`config.mk`:
```
export PLATFORM = sky130hd
export DESIGN_NAME = regbank_client
export DESIGN_NICKNAME = d
export VERILOG_FILES = /design/src/rtl/regbank_client.sv
export SDC_FILE = /design/constraint.sdc
export NUM_CORES = 1
export LEC_CHECK = 0
export CAP_MARGIN = 25
export CORE_MARGIN = 1.5
export CORE_UTILIZATION = 36
export DETAILED_ROUTE_END_ITERATION = 8
export PLACE_DENSITY = 0.78
export SYNTH_ARGS = -nofsm -noshare
export SYNTH_HDL_FRONTEND = slang
export SYNTH_SLANG_ARGS = --single-unit
```
`constraint.sdc`:
```
create_clock -name clock -period 3.9 [get_ports clock]
set_clock_uncertainty 0.15 [all_clocks]
set_input_delay 0.78 -clock clock [delete_from_list [all_inputs] [get_ports clock]]
set_output_delay 0.78 -clock clock [all_outputs]
set_load 0.005 [all_outputs]
```
`src/rtl/regbank_client.sv`:
```
// regbank_client
//   Operand-fetch / write-back controller that drives a dual-port register
//   bank with registered read data. Write-back requests take priority over
//   operand reads; register 0 is never written and always reads as zero.
//
// Ports
//   clock, reset            : single clock, asynchronous active-high reset
//   rd_valid/rd_ready       : operand read request handshake (rd_rs, rd_rt)
//   wb_valid/wb_ready       : write-back request handshake (wb_addr, wb_data)
//   op_valid/op_ready       : operand response handshake (op_a, op_b)
//   bank_address/_addressB  : bank port A / port B addresses
//   bank_enable_write/_read : bank controls, never high together
//   bank_in_data/_dataB     : bank write data (both ports carry the same data)
//   bank_out_data/_dataB    : bank read data, valid the cycle after a read
module regbank_client #(
  parameter int DATA_W = 32,
  parameter int ADDR_W = 5
) (
  input  logic              clock,
  input  logic              reset,
  input  logic              rd_valid,
  output logic              rd_ready,
  input  logic [ADDR_W-1:0] rd_rs,
  input  logic [ADDR_W-1:0] rd_rt,
  input  logic              wb_valid,
  output logic              wb_ready,
  input  logic [ADDR_W-1:0] wb_addr,
  input  logic [DATA_W-1:0] wb_data,
  output logic              op_valid,
  input  logic              op_ready,
  output logic [DATA_W-1:0] op_a,
  output logic [DATA_W-1:0] op_b,
  output logic [ADDR_W-1:0] bank_address,
  output logic [ADDR_W-1:0] bank_addressB,
  output logic              bank_enable_write,
  output logic              bank_enable_read,
  output logic [DATA_W-1:0] bank_in_data,
  output logic [DATA_W-1:0] bank_in_dataB,
  input  logic [DATA_W-1:0] bank_out_data,
  input  logic [DATA_W-1:0] bank_out_dataB
);

  typedef enum logic [2:0] {
    S_IDLE,
    S_WRITE,
    S_READ,
    S_CAPTURE,
    S_RESP
  } state_e;

  state_e            state_q, state_d;
  // Latched request: port A/B addresses double as the bank address outputs,
  // so they naturally hold their last value outside WRITE/READ.
  logic [ADDR_W-1:0] addr_a_q, addr_a_d;
  logic [ADDR_W-1:0] addr_b_q, addr_b_d;
  logic [DATA_W-1:0] wdata_q, wdata_d;
  logic [DATA_W-1:0] op_a_q, op_a_d;
  logic [DATA_W-1:0] op_b_q, op_b_d;

  // NOTE: every signal driven here gets a default before the case statement,
  // so no path leaves a value unassigned and no latch is inferred. Blocking
  // assignments are correct in combinational logic.
  always_comb begin
    state_d           = state_q;
    addr_a_d          = addr_a_q;
    addr_b_d          = addr_b_q;
    wdata_d           = wdata_q;
    op_a_d            = op_a_q;
    op_b_d            = op_b_q;
    wb_ready          = 1'b0;
    rd_ready          = 1'b0;
    op_valid          = 1'b0;
    bank_enable_write = 1'b0;
    bank_enable_read  = 1'b0;

    case (state_q)
      S_IDLE: begin
        wb_ready = 1'b1;
        // A pending write-back masks the read handshake this cycle.
        rd_ready = ~wb_valid;
        if (wb_valid) begin
          addr_a_d = wb_addr;
          addr_b_d = wb_addr;
          wdata_d  = wb_data;
          state_d  = S_WRITE;
        end else if (rd_valid) begin
          addr_a_d = rd_rs;
          addr_b_d = rd_rt;
          state_d  = S_READ;
        end
      end
      S_WRITE: begin
        // Register 0 is hard-wired to zero: the cycle is spent but the bank
        // is left untouched.
        bank_enable_write = (addr_a_q != '0);
        state_d           = S_IDLE;
      end
      S_READ: begin
        bank_enable_read = 1'b1;
        state_d          = S_CAPTURE;
      end
      S_CAPTURE: begin
        // Bank data registered at the end of READ is valid only here; the
        // previous cycle was a non-write cycle so the bank is not tri-stated.
        op_a_d  = (addr_a_q == '0) ? '0 : bank_out_data;
        op_b_d  = (addr_b_q == '0) ? '0 : bank_out_dataB;
        state_d = S_RESP;
      end
      S_RESP: begin
        op_valid = 1'b1;
        if (op_ready) state_d = S_IDLE;
      end
      default: state_d = S_IDLE;
    endcase
  end

  // NOTE: sequential state uses non-blocking assignments so every register
  // samples the pre-edge values regardless of statement order.
  always_ff @(posedge clock or posedge reset) begin
    if (reset) begin
      state_q  <= S_IDLE;
      addr_a_q <= '0;
      addr_b_q <= '0;
      wdata_q  <= '0;
      op_a_q   <= '0;
      op_b_q   <= '0;
    end else begin
      state_q  <= state_d;
      addr_a_q <= addr_a_d;
      addr_b_q <= addr_b_d;
      wdata_q  <= wdata_d;
      op_a_q   <= op_a_d;
      op_b_q   <= op_b_d;
    end
  end

  // Bank outputs come straight from registers; the bank has no single-port
  // write, so both data ports always carry the same latched write data.
  assign bank_address  = addr_a_q;
  assign bank_addressB = addr_b_q;
  assign bank_in_data  = wdata_q;
  assign bank_in_dataB = wdata_q;
  assign op_a          = op_a_q;
  assign op_b          = op_b_q;

endmodule

```
==> results of run 1 <==
==> flip-flops by register name, summed over array words and instances (netlist names) <==
name           flops
bank_address       5
op_b              32
state_q            3
op_a              32
bank_addressB      5
bank_in_data      32
==> layout by cell type, fill, tap and decap left out, types with 2 or more instances in the layout <==
master / synthesis / layout
buf_12: 4 / 2
buf_4: 38 / 4
clkbuf_16: 0 / 9
clkdlybuf4s50_1: 0 / 258
dfrtp_1: 109 / 109
inv_1: 13 / 12
mux2_2: 13 / 13
mux2_4: 29 / 29
nand2_1: 133 / 133
nor2_4: 2 / 2
nor3b_1: 2 / 2
o21ai_0: 23 / 23
o21ai_1: 51 / 51
or4_4: 2 / 2
==> layout make-up <==
cell class / count / area (um2)
clock buffer: 11 / 242.7
fill: 1114 / 5622
multi-input combinational: 266 / 1594
clock inverter: 2 / 12.51
timing repair buffer: 265 / 2668
sequential: 109 / 2728
inverter: 13 / 51.30
tap: 176 / 220.2
==> stage by stage <==
stage | cells | cell area, um2 | worst slack (ns)
after floorplan | 447 | 4813 | 0.09605
after global placement | 827 | 7226 | 0.8911
after detailed placement | 829 | 7261 | 0.9109
after CTS | 842 | 7516 | 0.9013
after global routing | 842 | 7516 | 0.8302
final | 842 | 7516 | 0.8966
==> worst register-to-register path: cells and delay by family, from the launching register on <==
kind | cells | cell delay [ns]
AO/OA/AOI/OAI | 1 | 0.25
AND/OR/NAND/NOR | 2 | 1.11
flip-flops | 1 | 0.42
==> kinds of logic (layout without fill, tap and decap cells) <==
logic type | Yosys count | in the layout | synth area share
muxes | 42 | 42 | 0.1209
and+or+nand+nor | 147 | 147 | 0.1292
AOI/OAI and AO/OA | 77 | 77 | 0.08110
buffers and inverters | 72 | 291 | 0.1022
DFF | 109 | 109 | 0.5667
==> metal layers <==
metal / wire, um / vias to the layer above / global-route usage
li1: - / 1852 / -
met2: 6327 / 157 / 0.3009
met4: 361 / 0 / 0.08810
met1: 5399 / 1867 / 0.2244
met5: 0 / - / 0
met3: 688 / 24 / 0.03523
==> report_power, final <==
part / internal (mW) / switching [mW] / total, mW
sequential: 1.70 / 0.423 / 2.12
clock: 0.439 / 0.375 / 0.814
combinational: 1.91 / 1.00 / 2.91
==> how the worst max path moves through the flow <==
stage,from,to,slack [ns]
2_1_floorplan,reset,bank_addressB[0],0.1
3_5_place_dp,wb_valid,rd_ready,0.91
3_3_place_gp,wb_valid,rd_ready,0.89
5_1_grt,wb_valid,rd_ready,0.83
6_report,wb_valid,rd_ready,0.90
4_1_cts,wb_valid,rd_ready,0.90
==> flow_summary.yaml, run 1 <==
clock_tree:
  cts_hold_buf: 0
  clock_sinks: 109
  clk_pin_slew_worst_paths_ns: 0.06
  ctsResizeCount: 0
  cts_htree_levels: 3
  clock_latency_ns: 0.34
  postCtsSetupBuffers: 0
  cts_tree: "done"
  cts-buffers-inserted: 9
  cts_max_path_buffers: 2
  clock-root-buffer: "clkbuf_16"
floorplanning:
  dieWidth_um: 118.6
  die_y_um: 118.6
  io_pins: 259
  initial_core_util: 0.3664
  core-area_um2: 13140
  core.rowCount: 42
  die-area_um2: 14070
critical_path:
  worstPathRequired_ns: 2.97
  startpoint_type: "primary input"
  rr_worst_depth: 3
  crit_path_top_delay_cell: "clkdlybuf4s50_1"
  cp.depth: 3
  cp-end-kind: "output pin"
  rr_startpoint: "bank_addressB[0]"
  cpPeakStageDelay_ns: 0.56
  path_buf_inv: 2
  path_common_cell: "clkdlybuf4s50_1"
  crit_chain: "clkdlybuf4s50_1 > nor4_1 > clkdlybuf4s50_1"
  critPathKind: "in2out"
  path_max_fanout: 2
  arrival_ns: 2.07
  reg2reg_to: "op_b[28]"
  path_delay_family: "buffers and inverters"
  r2r_slack_ns: 1.81
sta:
  setup_violations: 0
  maxSlewViolCount: 0
  holdWs_ns: 0.3303
  finalCritPeriodShare: 0.7701
  worst_slew_pin_slew_ns: 0.6997
  fmax_mhz: 333.0
  rsz0062_at_grt: "no"
  finalSetupTns_ns: 0
  hold_violations: 0
  fin_crit_ns: 3.003
  max-slew-margin-rel: 0.5324
synth:
  synthFlopType: "dfrtp_1"
  ys_seq_area_frac: 0.5667
  synthArstFlopShare: 1.000
  yosysTopAreaCellShare: 0.5667
  synthTopCellsByCount: "nand2_1, dfrtp_1, o21ai_1"
  ys_top_cells_by_area: "dfrtp_1, nand2_1, mux2_4"
  synth_area_um2: 4813
  syn_nets: 563
  yosysWarnings: 0
  ys_ff_latch: 109
  synth_cells: 447
  synth_edf_count: 0
  yosysMostFrequentCell: "nand2_1"
  yosys.area.top_type: "dfrtp_1"
  syn_area_per_cell_um2: 10.77
  yosysUniqueCellTypes: 26
final_layout:
  antennaDiodeCount: 0
  fin_util: 0.5721
  nNetsFinal: 780
  syn_to_final_growth_pct: 56.15
  drive_gt1_frac: 0.1036
outcome:
  status: "complete, no violations"
worst_hold_path:
  min_path_cells: 2
  holdPathEnd: "op_b[21]"
  hp-start: "op_b[21]"
  hp-class: "reg2reg"
global_route:
  grt_pass1_wl_mm: 20.09
  overflow: 0
  grt_max_degree: 58
  grt_pass1_vias: 3903
  grtUsageTotal: 0.1804
  grt_antenna_before_repair: 0
power_and_ir_drop:
  finalPower_mw: 5.848
  p_leak_nw: 3.223
  ir_drop_mv: 0.3143
  powerDensity_nw_per_um2: 778.0
drt:
  routed-via-count: 3900
  vias_per_cell: 4.632
  routed_wl_mm: 12.78
  drc_errors: 0
  drt-wirelength-per-cell_um: 15.17
  postRouteAntennaNets: 0
  drt_pass1_iterations: 4
  drt_iter0_markers: 209
place:
  hpwl_mm: 9.534
  port_buffers: 258
  place.gp.congestion: 0.7611
job:
  maxCapViolations: 0
Note: power is estimated with default switching activity, not from simulation.
==> run 2, diff against run 1 <==
clock period = 2.5 ns   (was 3.9 ns; I/O delays follow)
==> run 2 against run 1 <==
Global-route usage is 0.52 points higher. Total power is 57% higher. Critical path depth stayed put. Sequential cell count stayed put. Combinational power is 57% higher. Wire length is 0.56% higher. Hold slack worse by 0.00064 ns. Via count is 0.38% lower. Sequential share of layout area is 0.27 points lower. Critical path type unchanged.
==> flow_summary.yaml, run 2 (same netlist as run 1, synthesis figures left out) <==
floorplanning:
  core.rowCount: 42
  die-area_um2: 14070
  die_y_um: 118.6
  initial_core_util: 0.3664
  core-area_um2: 13140
  io_pins: 259
  dieWidth_um: 118.6
outcome:
  status: "complete, no violations"
global_route:
  grt_pass1_wl_mm: 20.64
  grt_antenna_before_repair: 0
  grtUsageTotal: 0.1856
  grt_max_degree: 65
  grt_pass1_vias: 3957
  overflow: 0
critical_path:
  cp-end-kind: "output pin"
  arrival_ns: 1.79
  path_max_fanout: 2
  startpoint: "wb_valid"
  path_buf_inv: 2
  r2r_slack_ns: 0.65
  critPathKind: "in2out"
  crit_chain: "clkdlybuf4s50_1 > nor4_1 > clkdlybuf4s50_1"
  worstPathRequired_ns: 1.85
  rr_startpoint: "state_q[2]"
  crit_path_top_delay_cell: "clkdlybuf4s50_1"
  path_delay_family: "buffers and inverters"
  path_common_cell: "clkdlybuf4s50_1"
  startpoint_type: "primary input"
  cpPeakStageDelay_ns: 0.56
drt:
  drt_iter0_markers: 213
  drt-wirelength-per-cell_um: 15.19
  postRouteAntennaNets: 0
  vias_per_cell: 4.592
  routed-via-count: 3885
  routed_wl_mm: 12.85
  drt_pass1_iterations: 4
  drc_errors: 0
sta:
  rsz0062_at_grt: "no"
  fin_crit_ns: 2.440
  hold_violations: 0
  finalSetupTns_ns: 0
  setup_violations: 0
  worst_slew_pin_slew_ns: 0.6671
  fmax_mhz: 409.9
  max-slew-margin-rel: 0.5553
  finalCritPeriodShare: 0.9759
  maxSlewViolCount: 0
final_layout:
  num-fill-cells: 1119
  syn_to_final_growth_pct: 57.32
  nNetsFinal: 782
  fin_util: 0.5764
  fin_area_um2: 7572
  drive_gt1_frac: 0.1075
  fin_cells: 846
  final_common_cell: "clkdlybuf4s50_1"
  antennaDiodeCount: 0
  layout_common_cells: "clkdlybuf4s50_1, nand2_1, dfrtp_1"
place:
  hpwl_mm: 9.487
  place_inst: 831
  port_buffers: 258
  place.gp.congestion: 0.7959
  place_area_um2: 7295
worst_hold_path:
  hp-start: "op_b[27]"
  hp-class: "reg2reg"
clock_tree:
  clock_sinks: 109
  clock_latency_ns: 0.34
  clock-root-buffer: "clkbuf_16"
  cts_max_path_buffers: 2
  cts-buffers-inserted: 9
  clk_pin_slew_worst_paths_ns: 0.06
  cts_tree: "done"
  postCtsSetupBuffers: 0
  cts_htree_levels: 3
power_and_ir_drop:
  p_leak_nw: 3.254
  powerDensity_nw_per_um2: 1215
  finalPower_mw: 9.199
  ir_drop_mv: 0.4490
job:
  maxCapViolations: 0
==> run 2: what timing repair did <==
item                                   in CTS  in global routing
resized for setup                           1                  0
endpoints found under the hold margin       0                  0
hold buffers                                0                  0
setup endpoints to repair                   1                  0
==> run 2: worst register-to-register path, cell delays in order, from the launching register on <==
cell	delay [ns]
dfrtp_1	0.46
nor3_2	0.27
and2_4	0.31
buf_4	0.24
mux2_4	0.32
==> run 2: final timing paths <==
kind / to / cells past startpoint
worst max-delay path: rd_ready / 3
worst min-delay path: op_b[27] / 2
worst max register to register: bank_in_data[4] / 4
worst min register to register: op_b[27] / 2
max in group asynchronous: state_q[1] / 3
min in group asynchronous: op_a[2] / 2
==> run 2: per-layer routing <==
metal	up-vias	wire [um]	global-route usage
li1	1858	-	-
met1	1851	5319	0.2273
met2	152	6380	0.3096
met3	24	778	0.04392
met4	0	369	0.08660
met5	-	0	0
==> run 2: through the flow <==
stage                     setup WS (ns)  hold WS, ns
after detailed placement        0.08451       0.3204
after floorplan                  0.5345       0.3233
final                           0.06018       0.3297
after global routing           0.007426       0.3575
after global placement          0.08097       0.3118
after CTS                       0.04484       0.3354
==> run 2: cell type report <==
cell class,count,area [um2],area share
tap,176,220.2,0.02908
clock inverter,1,5.005,0.0006609
inverter,13,52.55,0.006940
timing repair buffer,267,2699,0.3564
multi-input combinational,266,1594,0.2105
clock buffer,14,274.0,0.03619
sequential,109,2728,0.3602
==> run 2: where the power goes <==
| part | total [mW] | switching (mW) | internal [mW] | leakage, nW |
|---|---|---|---|---|
| clock network | 1.35 | 0.596 | 0.752 | 0.139 |
| logic | 4.58 | 1.58 | 3.00 | 1.79 |
| registers | 3.27 | 0.626 | 2.65 | 1.33 |
